[src/rtl/usb_rx_pkg.sv]
// usb_rx_pkg: receive-path state encoding, default framing parameters and output bundle
// shared by the RX sequencer and the packet decoder.
package usb_rx_pkg;
    typedef enum logic [2:0] {IDLE, SYNC, DATA, EOP, ERR} rx_state_e;
    localparam int RX_SYNC_MIN  = 5;
    localparam int RX_STUFF_RUN = 6;
    localparam int RX_EOP_SE0   = 2;
    localparam int RX_TIMEOUT   = 255;
    typedef struct packed {
        logic nrzi_clr;
        logic bit_out;
        logic bit_valid;
        logic pkt_start;
        logic pkt_done;
        logic err_stuff;
        logic err_align;
        logic err_tmo;
        logic busy;
    } rx_out_t;
endpackage

[src/rtl/usb_rx_seq_if.sv]
// usb_rx_seq_if: decoded-bit input side and framed payload/status output side of the RX sequencer.
interface usb_rx_seq_if;
    logic dec_bit;
    logic dec_valid;
    logic se0;
    logic nrzi_clr;
    logic bit_out;
    logic bit_valid;
    logic pkt_start;
    logic pkt_done;
    logic err_stuff;
    logic err_align;
    logic err_tmo;
    logic busy;
    modport master (
        output dec_bit, dec_valid, se0,
        input  nrzi_clr, bit_out, bit_valid, pkt_start, pkt_done, err_stuff, err_align, err_tmo, busy
    );
    modport slave (
        input  dec_bit, dec_valid, se0,
        output nrzi_clr, bit_out, bit_valid, pkt_start, pkt_done, err_stuff, err_align, err_tmo, busy
    );
endinterface

[src/rtl/usb_unstuff_cnt.sv]
// usb_unstuff_cnt: counts consecutive ones; after RUN ones the next bit must be a stuffed 0
// (drop) and a 1 there is a stuffing violation (viol).
module usb_unstuff_cnt
    import usb_rx_pkg::*;
#(
    parameter int RUN = RX_STUFF_RUN
) (
    input  logic clk,
    input  logic rst_b,
    input  logic clr,
    input  logic vld,
    input  logic din,
    output logic drop,
    output logic viol
);
    localparam logic [2:0] RUN_C = 3'(RUN);
    logic [2:0] ones_q, ones_d;
    logic at_run;
    always_comb begin
        at_run = ones_q == RUN_C;
        drop   = vld && at_run && !din;
        viol   = vld && at_run && din;
        ones_d = clr ? 3'd0 : !vld ? ones_q : (at_run || !din) ? 3'd0 : ones_q + 3'd1;
    end
    always_ff @(posedge clk or negedge rst_b) begin
        if (!rst_b) ones_q <= '0;
        else        ones_q <= ones_d;
    end
endmodule

[src/rtl/usb_rx_seq.sv]
// usb_rx_seq: frames the NRZI-decoded bitstream into packets (SYNC hunt, unstuffing, SE0 EOP)
// and reports start/done/stuff/alignment/timeout events; every output is registered.
module usb_rx_seq
    import usb_rx_pkg::*;
#(
    parameter int SYNC_MIN  = RX_SYNC_MIN,
    parameter int STUFF_RUN = RX_STUFF_RUN,
    parameter int EOP_SE0   = RX_EOP_SE0,
    parameter int TIMEOUT   = RX_TIMEOUT
) (
    input  logic          clk,
    input  logic          rst_b,
    input  logic          enable,
    usb_rx_seq_if.slave   rx
);
    localparam logic [2:0] SMIN     = 3'(SYNC_MIN);
    localparam logic [1:0] ESE0     = 2'(EOP_SE0);
    localparam logic [7:0] TMO_LAST = 8'(TIMEOUT - 1);
    rx_state_e  state_q, state_d;
    logic [2:0] zcnt_q, zcnt_d;
    logic [2:0] bcnt_q, bcnt_d;
    logic [1:0] s0cnt_q, s0cnt_d;
    logic [7:0] tcnt_q, tcnt_d;
    rx_out_t    out_q, out_d;
    logic       dv, ev, active, tmo, drop, viol;
    usb_unstuff_cnt #(.RUN(STUFF_RUN)) u_unstuff (
        .clk  (clk),
        .rst_b(rst_b),
        .clr  (!enable || state_q != DATA),
        .vld  (dv),
        .din  (rx.dec_bit),
        .drop (drop),
        .viol (viol)
    );
    // dv is a real data bit-time: an SE0 in the same bit-time wins and the bit is ignored
    always_comb begin
        dv      = rx.dec_valid && !rx.se0;
        ev      = rx.dec_valid || rx.se0;
        active  = state_q inside {SYNC, DATA, EOP};
        tmo     = active && !ev && tcnt_q == TMO_LAST;
        state_d = state_q;
        zcnt_d  = zcnt_q;
        bcnt_d  = bcnt_q;
        s0cnt_d = s0cnt_q;
        tcnt_d  = (active && !ev) ? tcnt_q + 8'd1 : 8'd0;
        out_d   = '0;
        if (!enable) begin
            state_d = IDLE;
            zcnt_d  = '0;
            bcnt_d  = '0;
            s0cnt_d = '0;
            tcnt_d  = '0;
        end else if (tmo) begin
            state_d       = ERR;
            s0cnt_d       = '0;
            tcnt_d        = '0;
            out_d.err_tmo = 1'b1;
        end else begin
            case (state_q)
                IDLE: if (dv && !rx.dec_bit) begin
                    state_d        = SYNC;
                    zcnt_d         = 3'd1;
                    out_d.nrzi_clr = 1'b1;
                end
                SYNC: if (rx.se0) state_d = IDLE;
                    else if (rx.dec_valid) begin
                        if (!rx.dec_bit) zcnt_d = (zcnt_q == 3'd7) ? 3'd7 : zcnt_q + 3'd1;
                        else if (zcnt_q >= SMIN) begin
                            state_d         = DATA;
                            bcnt_d          = '0;
                            out_d.pkt_start = 1'b1;
                        end else state_d = IDLE;
                    end
                DATA: if (rx.se0) begin
                        state_d = EOP;
                        s0cnt_d = 2'd1;
                    end else if (viol) begin
                        state_d         = ERR;
                        s0cnt_d         = '0;
                        out_d.err_stuff = 1'b1;
                    end else if (dv && !drop) begin
                        bcnt_d          = bcnt_q + 3'd1;
                        out_d.bit_valid = 1'b1;
                        out_d.bit_out   = rx.dec_bit;
                    end
                EOP: if (rx.se0) s0cnt_d = (s0cnt_q == 2'd3) ? 2'd3 : s0cnt_q + 2'd1;
                    else if (rx.dec_valid) begin
                        if (s0cnt_q >= ESE0) begin
                            state_d         = IDLE;
                            out_d.pkt_done  = bcnt_q == 3'd0;
                            out_d.err_align = bcnt_q != 3'd0;
                        end else begin
                            state_d         = ERR;
                            s0cnt_d         = '0;
                            out_d.err_stuff = 1'b1;
                        end
                    end
                // s0cnt doubles as the "SE0 seen" flag while draining a bad packet
                ERR: if (rx.se0) s0cnt_d = 2'd1;
                    else if (rx.dec_valid && s0cnt_q != 2'd0) state_d = IDLE;
                default: state_d = IDLE;
            endcase
        end
        out_d.busy = state_d != IDLE;
    end
    always_ff @(posedge clk or negedge rst_b) begin
        if (!rst_b) begin
            state_q <= IDLE;
            zcnt_q  <= '0;
            bcnt_q  <= '0;
            s0cnt_q <= '0;
            tcnt_q  <= '0;
            out_q   <= '0;
        end else begin
            state_q <= state_d;
            zcnt_q  <= zcnt_d;
            bcnt_q  <= bcnt_d;
            s0cnt_q <= s0cnt_d;
            tcnt_q  <= tcnt_d;
            out_q   <= out_d;
        end
    end
    assign rx.nrzi_clr  = out_q.nrzi_clr;
    assign rx.bit_out   = out_q.bit_out;
    assign rx.bit_valid = out_q.bit_valid;
    assign rx.pkt_start = out_q.pkt_start;
    assign rx.pkt_done  = out_q.pkt_done;
    assign rx.err_stuff = out_q.err_stuff;
    assign rx.err_align = out_q.err_align;
    assign rx.err_tmo   = out_q.err_tmo;
    assign rx.busy      = out_q.busy;
endmodule

[src/flat_wrapper.sv]
// flat-port wrapper written by rule: the top's interface ports become plain ports
module usb_rx_seq_flat import usb_rx_pkg::*;
#(
    parameter int SYNC_MIN  = RX_SYNC_MIN,
    parameter int STUFF_RUN = RX_STUFF_RUN,
    parameter int EOP_SE0   = RX_EOP_SE0,
    parameter int TIMEOUT   = RX_TIMEOUT
)
  (clk, rst_b, enable, rx_dec_bit, rx_dec_valid, rx_se0, rx_nrzi_clr, rx_bit_out, rx_bit_valid, rx_pkt_start, rx_pkt_done, rx_err_stuff, rx_err_align, rx_err_tmo, rx_busy);
  usb_rx_seq_if rx_i ();
  input  logic clk;
  input  logic rst_b;
  input  logic enable;
  input wire logic [$bits(rx_i.dec_bit)-1:0] rx_dec_bit;
  input wire logic [$bits(rx_i.dec_valid)-1:0] rx_dec_valid;
  input wire logic [$bits(rx_i.se0)-1:0] rx_se0;
  output wire logic [$bits(rx_i.nrzi_clr)-1:0] rx_nrzi_clr;
  output wire logic [$bits(rx_i.bit_out)-1:0] rx_bit_out;
  output wire logic [$bits(rx_i.bit_valid)-1:0] rx_bit_valid;
  output wire logic [$bits(rx_i.pkt_start)-1:0] rx_pkt_start;
  output wire logic [$bits(rx_i.pkt_done)-1:0] rx_pkt_done;
  output wire logic [$bits(rx_i.err_stuff)-1:0] rx_err_stuff;
  output wire logic [$bits(rx_i.err_align)-1:0] rx_err_align;
  output wire logic [$bits(rx_i.err_tmo)-1:0] rx_err_tmo;
  output wire logic [$bits(rx_i.busy)-1:0] rx_busy;
  assign rx_i.dec_bit = rx_dec_bit;
  assign rx_i.dec_valid = rx_dec_valid;
  assign rx_i.se0 = rx_se0;
  assign rx_nrzi_clr = rx_i.nrzi_clr;
  assign rx_bit_out = rx_i.bit_out;
  assign rx_bit_valid = rx_i.bit_valid;
  assign rx_pkt_start = rx_i.pkt_start;
  assign rx_pkt_done = rx_i.pkt_done;
  assign rx_err_stuff = rx_i.err_stuff;
  assign rx_err_align = rx_i.err_align;
  assign rx_err_tmo = rx_i.err_tmo;
  assign rx_busy = rx_i.busy;
  usb_rx_seq #(.SYNC_MIN(SYNC_MIN), .STUFF_RUN(STUFF_RUN), .EOP_SE0(EOP_SE0), .TIMEOUT(TIMEOUT)) u_core (.clk(clk), .rst_b(rst_b), .enable(enable), .rx(rx_i));
endmodule
[config.mk]
export PLATFORM = sky130hd
export DESIGN_NAME = usb_rx_seq_flat
export DESIGN_NICKNAME = d
export VERILOG_FILES = /design/src/rtl/usb_rx_pkg.sv /design/src/rtl/usb_rx_seq_if.sv /design/src/rtl/usb_unstuff_cnt.sv /design/src/rtl/usb_rx_seq.sv /design/src/flat_wrapper.sv
export SDC_FILE = /design/constraint.sdc
export NUM_CORES = 1
export LEC_CHECK = 0
export BUFFER_PORTS_ARGS = -buffer_cell sky130_fd_sc_hd__buf_4
export CORE_MARGIN = 4
export CORE_UTILIZATION = 50
export CTS_CLUSTER_DIAMETER = 120
export DETAILED_ROUTE_END_ITERATION = 10
export PLACE_DENSITY = 0.69
export SLEW_MARGIN = 15
export SYNTH_ARGS = -nofsm -noshare
export SYNTH_HDL_FRONTEND = slang
export SYNTH_SLANG_ARGS = --single-unit
export TNS_END_PERCENT = 50
[constraint.sdc]
create_clock -name clk -period 4.35 [get_ports clk]
set_clock_uncertainty 0.2 [all_clocks]
set_input_delay 0.87 -clock clk [delete_from_list [all_inputs] [get_ports clk]]
set_output_delay 0.87 -clock clk [all_outputs]
set_load 0.03 [all_outputs]
==> results of run 1 <==
-- cell usage in the layout, fill, tap and decap left out, types with 4 or more instances in the layout --
cell | netlist | final
nand2b_1 | 6 | 6
nand2_1 | 18 | 18
inv_1 | 10 | 10
clkbuf_4 | 0 | 5
dfrtp_1 | 31 | 31
o211ai_1 | 4 | 4
and2_1 | 4 | 4
ha_1 | 8 | 8
o21ai_0 | 7 | 7
a21oi_1 | 5 | 5
nor3b_1 | 9 | 9
buf_4 | 0 | 14
nor2_1 | 18 | 18
-- power by group through the flow --
stage               logic, mW  clock network, mW  registers, mW
global route           0.0482              0.211          0.297
global placement       0.0406                  0          0.302
detailed placement     0.0428                  0          0.302
floorplan              0.0259                  0          0.301
finish                 0.0427              0.193          0.296
CTS                    0.0433              0.198          0.296
-- metal layers --
metal / share of wire (%) / global-route usage [%] / vias to the layer above
met5: 0 / 0 / -
met4: 2.1 / 8.10 / 0
met3: 6.1 / 5.49 / 11
met2: 46 / 30.3 / 51
met1: 46 / 25.6 / 681
li1: - / - / 672
-- kinds of logic after synthesis --
logic type                 after synthesis
muxes                                    1
DFF                                     31
buffers and inverters                   20
AOI/OAI and AO/OA                       42
xor gates and xnor gates                 6
and+or+nand+nor                         75
adders and majority gates                8
-- stage by stage --
stage	worst slack (ns)	power [mW]
2_1_floorplan	2.07	0.327
3_3_place_gp	1.96	0.342
3_5_place_dp	1.91	0.344
4_1_cts	2.21	0.538
5_1_grt	2.02	0.556
6_report	2.13	0.532
-- final cells by class --
class                           instances  area share [%]
Sequential cell                        31            40.1
Timing Repair Buffer                   14            5.44
Tap cell                               46            2.98
Inverter                               10            1.94
Multi-Input combinational cell        132            46.0
Clock buffer                            8            3.56
-- registers in the layout, indices dropped and copies added, names as in the netlist, 2 cells and up --
name,flops
u_core.state_q,3
u_core.u_unstuff.ones_q,3
u_core.bcnt_q,3
u_core.zcnt_q,3
u_core.s0cnt_q,2
u_core.tcnt_q,8
-- final timing paths --
check	start	to	slack (ns)	depth (start not counted)
min in group clk	u_core.bcnt_q[2]	u_core.rx.pkt_done	0.31	1
hold reg to reg	u_core.bcnt_q[2]	u_core.rx.pkt_done	0.31	1
setup / recovery	u_core.u_unstuff.ones_q[0]	u_core.rx.busy	2.13	6
max in group asynchronous	rst_b	u_core.s0cnt_q[1]	3.41	1
hold / removal	rst_b	u_core.rx.err_align	0.26	1
setup reg to reg	u_core.u_unstuff.ones_q[0]	u_core.rx.busy	2.13	6
==> impl_metrics.env, run 1 <==
export IMPL_grt_antenna_before_repair=0
export IMPL_relSlewSlack_pct=57.0
export IMPL_holdBufCountCts=0
export IMPL_intPower_mw=0.402
export IMPL_synth_simple_area_share_pct=23.2
export IMPL_seq_power_share_pct=55.7
export IMPL_switching_share_pct=24.3
export IMPL_crit_path_max_incr_delay_ns=0.64
export IMPL_die_area_um2=4530
export IMPL_yosysWarnings=0
export IMPL_rsz0062_at_grt="false"
export IMPL_yosys_top_cells_count="dfrtp_1, nand2_1, nor2_1, inv_1, nor3b_1"
export IMPL_cts_clk_slew_worst_paths_ns=0.09
export IMPL_grt_pass1_wl_um=6590
export IMPL_holdWs_ns=0.256
export IMPL_hpwl_um=2630
export IMPL_synth_fa_ha_area_share_pct=5.69
export IMPL_htreeDepth=2
export IMPL_muxShareOfSynthArea_pct=0.569
export IMPL_area_growth_pct=9.81
export IMPL_grt_max_degree=32
export IMPL_seq_area_frac_synth_pct=44.1
export IMPL_finalSetupViolCount=0
export IMPL_hold_viol=0
export IMPL_yosys_area_top_type="dfrtp_1"
export IMPL_cp_arrival_ns=2.25
export IMPL_ios=15
export IMPL_multi_input_area_um2=888
export IMPL_dr_total_vias=1415
export IMPL_ys_seq_elements=31
export IMPL_placed_cell_area_um2=1860
export IMPL_initial_core_util_pct=52.3
export IMPL_cts_sinks=31
export IMPL_drc=0
export IMPL_finalSetupTns_ns=0
export IMPL_criticalPathCategory="flop to flop"
export IMPL_period_needed_ns=2.22
export IMPL_clkPwrFrac_pct=36.3
export IMPL_port_buffers=14
export IMPL_final_cell_area_um2=1930
export IMPL_fin_nets=208
export IMPL_synth_nets=197
export IMPL_crit_fanout=6
export IMPL_p_comb_share_pct=8.0
export IMPL_clock_latency_ns=0.33
export IMPL_cts_resized=0
export IMPL_period_share_pct=51.1
export IMPL_diodes=0
export IMPL_synth_area_um2=1760
export IMPL_synth_top_family_by_area="simple AND/OR/NAND/NOR gates"
export IMPL_power_switching_mw=0.129
export IMPL_final_util_pct=57.5
export IMPL_cts_root_buffer="clkbuf_4"
export IMPL_hold_class="primary input to async pin"
export IMPL_numPlacedInstances=233
export IMPL_maxCapViolCount=0
export IMPL_synth_compound_area_share_pct=18.1
export IMPL_wl_per_cell_um=15.7
export IMPL_overflow=0
export IMPL_final_layout_size_suffix_gt1_share_pct=12.8
export IMPL_firstDrtPassIters=4
export IMPL_die_w_um=67.3
export IMPL_async_flop_share_pct=100
export IMPL_grt_usage_pct=19.6
export IMPL_drtIter0Drc=65
export IMPL_synth_distinct_cells=48
export IMPL_cp_required_ns=4.38
export IMPL_tritoncts="yes"
export IMPL_synth_edf_count=0
export IMPL_cp_num_buf_inv=1
export IMPL_postCtsSetupBuffers=0
export IMPL_yosysTopAreaCellShare_pct=44.1
export IMPL_seqCellArea_um2=776
export IMPL_synth_area_per_cell_um2=9.62
export IMPL_viasPerCell=5.87
export IMPL_cts_buffers=5
export IMPL_synth_most_common_cell="dfrtp_1"
export IMPL_path_cells="inv_1 -> ha_1 -> nand4b_1 -> a2111oi_0 -> a221oi_1 -> o32ai_1"
export IMPL_netlist_instances=183
export IMPL_cp_end_kind="flop"
export IMPL_timing_max_transition_violations_final=0
export IMPL_ir_drop_mv=0.223
export IMPL_power_leakage_nw=0.844
export IMPL_startpoint_type="flop"
export IMPL_synth_area_leaders="dfrtp_1, ha_1, nand2_1, nor2_1, nor3b_1"
export IMPL_grt_pass1_vias=1396
export IMPL_p_per_area_nw_per_um2=275
export IMPL_coreArea_um2=3360
export IMPL_die_y_um=67.3
export IMPL_nFillCells=314
export IMPL_gp_congestion=0.844
export IMPL_postRouteWirelength_um=3790
export IMPL_ant_nets=0
export IMPL_status="finished clean"
export IMPL_cp_top_family="compound AO/OA/AOI/OAI gates"
export IMPL_max_freq_mhz=450
export IMPL_slowest_stage="a2111oi_0"
export IMPL_final_cells=241
export IMPL_worst_pin_slew_ns=0.629
export IMPL_rows=21
export IMPL_synth_xor_area_share_pct=2.99
export IMPL_synth_main_ff_cell="dfrtp_1"
export IMPL_ctsLongestPathBuffers=2
Note: power is estimated with default switching activity, not from simulation.
==> run 2: changes to the inputs <==
clock period = 2.3 ns   (was 4.35 ns; I/O delays follow)
==> impl_metrics.env, run 2 (synthesized netlist as in run 1, its figures left out) <==
export IMPL_finalSetupViolCount=0
export IMPL_fin_nets=209
export IMPL_holdWs_ns=0.242
export IMPL_postCtsSetupBuffers=0
export IMPL_period_needed_ns=2.10
export IMPL_crit_fanout=6
export IMPL_cp_end_kind="flop"
export IMPL_cp_arrival_ns=2.13
export IMPL_hpwl_um=2570
export IMPL_largest_reg_flops=8
export IMPL_final_layout_size_suffix_gt1_share_pct=12.8
export IMPL_cts_buffers=5
export IMPL_startpoint_type="flop"
export IMPL_worst_slack_ns=0.197
export IMPL_cp_required_ns=2.32
export IMPL_criticalPathCategory="flop to flop"
export IMPL_final_cells=242
export IMPL_worst_pin_slew_ns=0.539
export IMPL_cts_sinks=31
export IMPL_die_area_um2=4530
export IMPL_die_w_um=67.3
export IMPL_grt_antenna_before_repair=0
export IMPL_maxCapViolCount=0
export IMPL_coreArea_um2=3360
export IMPL_numPlacedInstances=233
export IMPL_max_freq_mhz=476
export IMPL_path_cells="inv_1 -> ha_1 -> nand4b_1 -> a2111oi_0 -> a221oi_1 -> o32ai_1"
export IMPL_firstDrtPassIters=5
export IMPL_mostFrequentLayoutCell="dfrtp_1"
export IMPL_ios=15
export IMPL_place_ws_ns=0.276
export IMPL_drc=0
export IMPL_dr_total_vias=1423
export IMPL_power_leakage_nw=0.849
export IMPL_finalSetupTns_ns=0
export IMPL_die_y_um=67.3
export IMPL_layout_common_cells="dfrtp_1, nand2_1, nor2_1"
export IMPL_grt_pass1_vias=1320
export IMPL_clock_latency_ns=0.33
export IMPL_drtIter0Drc=107
export IMPL_overflow=0
export IMPL_cts_clk_slew_worst_paths_ns=0.10
export IMPL_grt_usage_pct=18.5
export IMPL_ctsLongestPathBuffers=2
export IMPL_htreeDepth=2
export IMPL_relSlewSlack_pct=63.1
export IMPL_area_growth_pct=10.4
export IMPL_ant_nets=0
export IMPL_diodes=0
export IMPL_grt_max_degree=32
export IMPL_initial_core_util_pct=52.3
export IMPL_crit_path_max_incr_delay_ns=0.55
export IMPL_top_register="u_core.tcnt_q"
export IMPL_postRouteWirelength_um=3650
export IMPL_grt_pass1_wl_um=6220
export IMPL_tritoncts="yes"
export IMPL_period_share_pct=91.4
export IMPL_rsz0062_at_grt="false"
export IMPL_hold_viol=0
export IMPL_p_per_area_nw_per_um2=515
export IMPL_ir_drop_mv=0.383
export IMPL_port_buffers=14
export IMPL_slowest_stage="a2111oi_0"
export IMPL_placed_cell_area_um2=1860
export IMPL_viasPerCell=5.88
export IMPL_final_cell_area_um2=1940
export IMPL_hold_class="primary input to flop"
export IMPL_timing_max_transition_violations_final=0
export IMPL_status="finished clean"
export IMPL_gp_congestion=0.842
export IMPL_rows=21
export IMPL_wl_per_cell_um=15.1
export IMPL_cts_root_buffer="clkbuf_4"
## run 2: changes by cell type in the layout (fill, tap and decap cells not counted)
| cell | previous run | this run |
|---|---|---|
| dlygate4sd3_1 | 0 | 1 |
## run 2: cell type report
class                      instances  area [um^2]
clock buffer                       8         68.8
fill                             322         1420
inverter                          10         37.5
multi-input combinational        132          888
sequential                        31          776
tap                               46         57.6
timing repair buffer              15          115
## run 2: per-layer routing
metal	routed length (um)	global-route usage (%)
met1	1720	26.3
met5	0	0
met4	73	8.35
met2	1650	26.9
met3	203	3.99
## run 2: worst paths after layout
check,slack (ns),from,endpoint,cells past startpoint
setup reg to reg,0.20,u_core.u_unstuff.ones_q[0],u_core.rx.busy,6
max in group asynchronous,1.22,rst_b,u_core.tcnt_q[7],2
min in group asynchronous,0.39,rst_b,u_core.u_unstuff.ones_q[2],2
setup / recovery,0.20,u_core.u_unstuff.ones_q[0],u_core.rx.busy,6
hold reg to reg,0.31,u_core.bcnt_q[2],u_core.rx.pkt_done,1
hold / removal,0.24,rx_dec_bit,u_core.rx.bit_out,3
## run 2: power breakdown
part / internal (mW) / switching [mW]
combinational: 0.0315 / 0.0503
clock: 0.180 / 0.180
sequential: 0.551 / 0.00913
total: 0.762 / 0.239
## run 2: critical path: cells and delay by family, from the launching register on
family | cells | cell delay, ns
AND/OR/NAND/NOR | 1 | 0.15
flip-flops | 1 | 0.42
buffers and inverters | 1 | 0.07
adder cells (fa/ha/maj) | 1 | 0.28
AO/OA/AOI/OAI | 3 | 0.87
## run 2: repair_timing
item	in CTS	in global routing
hold buffers	1	0
hold endpoints to repair	31	0
gates resized for setup	0	0
## run 2: stage by stage
step / util [%] / total power, mW
6_report: 57.8 / 1.00
5_1_grt: 57.8 / 1.05
4_1_cts: 57.8 / 1.01
3_5_place_dp: 55.4 / 0.651
3_3_place_gp: 55.4 / 0.647
2_1_floorplan: - / 0.619
==> run 3: changes to the inputs <==
CTS_BUF_LIST = sky130_fd_sc_hd__clkbuf_8   (was default)
==> impl_metrics.env, run 3 (synthesized netlist as in run 1, its figures left out) <==
export IMPL_die_y_um=67.3
export IMPL_hold_viol=0
export IMPL_cp_arrival_ns=2.07
export IMPL_postRouteWirelength_um=3690
export IMPL_area_growth_pct=12.2
export IMPL_timing_max_transition_violations_final=0
export IMPL_cts_sinks=31
export IMPL_ctsLongestPathBuffers=2
export IMPL_rsz0062_at_grt="false"
export IMPL_cts_root_buffer="clkbuf_8"
export IMPL_rows=21
export IMPL_crit_fanout=6
export IMPL_die_w_um=67.3
export IMPL_fin_nets=209
export IMPL_initial_core_util_pct=52.3
export IMPL_hold_class="flop to flop"
export IMPL_cp_end_kind="flop"
export IMPL_grt_pass1_wl_um=6290
export IMPL_power_leakage_nw=0.866
export IMPL_place_ws_ns=0.276
export IMPL_worst_slack_ns=0.206
export IMPL_hp_start="u_core.bcnt_q[2]"
export IMPL_p_per_area_nw_per_um2=558
export IMPL_finalSetupViolCount=0
export IMPL_firstDrtPassIters=5
export IMPL_grt_max_degree=32
export IMPL_top_register="u_core.tcnt_q"
export IMPL_grt_antenna_before_repair=0
export IMPL_holdWs_ns=0.305
export IMPL_worstRegToRegCells=6
export IMPL_grt_pass1_vias=1316
export IMPL_die_area_um2=4530
export IMPL_period_needed_ns=2.09
export IMPL_drc=0
export IMPL_dr_total_vias=1421
export IMPL_criticalPathCategory="flop to flop"
export IMPL_gp_congestion=0.842
export IMPL_numPlacedInstances=233
export IMPL_reg2reg_from="u_core.u_unstuff.ones_q[0]"
export IMPL_overflow=0
export IMPL_period_share_pct=91.1
export IMPL_final_cells=242
export IMPL_max_freq_mhz=478
export IMPL_diodes=0
export IMPL_wl_per_cell_um=15.3
export IMPL_port_buffers=14
export IMPL_tritoncts="yes"
export IMPL_cts_buffers=5
export IMPL_coreArea_um2=3360
export IMPL_drtIter0Drc=132
export IMPL_cts_clk_slew_worst_paths_ns=0.06
export IMPL_clock_latency_ns=0.28
export IMPL_ant_nets=0
export IMPL_startpoint_type="flop"
export IMPL_finalSetupTns_ns=0
export IMPL_ir_drop_mv=0.418
export IMPL_final_layout_size_suffix_gt1_share_pct=12.8
export IMPL_grt_usage_pct=18.8
export IMPL_largest_reg_flops=8
export IMPL_whs_path_depth=1
export IMPL_htreeDepth=2
export IMPL_relSlewSlack_pct=63.6
export IMPL_hpwl_um=2570
export IMPL_maxCapViolCount=0
export IMPL_status="finished clean"
export IMPL_cp_required_ns=2.27
export IMPL_viasPerCell=5.87
export IMPL_worst_pin_slew_ns=0.533
export IMPL_layout_common_cells="dfrtp_1, nand2_1, nor2_1"
export IMPL_ios=15
export IMPL_startpoint="u_core.u_unstuff.ones_q[0]"
export IMPL_mostFrequentLayoutCell="dfrtp_1"
-- run 3: changes by cell type in the layout (fill, tap and decap cells not counted) --
cell and delta:
inv_1 +1, clkbuf_8 +5, clkbuf_1 -1, clkbuf_4 -5
-- run 3: path summary, 6_finish.rpt --
kind / end / slack, ns
min: u_core.rx.pkt_done / 0.30
max in group asynchronous: u_core.tcnt_q[7] / 1.16
min reg2reg: u_core.rx.pkt_done / 0.30
max reg2reg: u_core.rx.busy / 0.21
max: u_core.rx.busy / 0.21
min in group asynchronous: u_core.u_unstuff.ones_q[2] / 0.45
-- run 3: layer usage --
metal / global-route usage, % / vias up / part of all wire, %
met5: 0 / - / 0
li1: - / 680 / -
met2: 26.7 / 53 / 44
met4: 6.33 / 0 / 1.2
met3: 6.49 / 5 / 6.1
met1: 26.7 / 683 / 48
-- run 3: where the power goes --
group          internal (mW)  switching (mW)  leakage (nW)
sequential             0.552         0.00905         0.428
combinational         0.0315          0.0507         0.382
clock                  0.268           0.189        0.0557
-- run 3: area by class of cell --
class,instances,area [um^2]
multi-input combinational,132,888
sequential,31,776
inverter,10,37.5
timing repair buffer,15,115
tap,46,57.6
clock buffer,7,96.3
clock inverter,1,3.75
fill,315,1390
-- run 3: worst max-delay path: stages, from the launching register on --
cell and delay, ns:
dfrtp_1 0.41, inv_1 0.07, ha_1 0.27, nand4b_1 0.15, a2111oi_0 0.55, a221oi_1 0.15
o32ai_1 0.17
-- run 3: per-stage QoR --
stage	total power [mW]	util, %	area, um^2
after floorplan	0.619	-	1760
after global placement	0.647	55.4	1860
after detailed placement	0.651	55.4	1860
after CTS	1.11	58.7	1970
after global routing	1.16	58.7	1970
final	1.10	58.7	1970
-- run 3: what timing repair did --
item	in CTS	in global routing
gates resized for setup	0	0
hold buffers	1	0
setup buffers	0	0
hold endpoints to repair	31	0
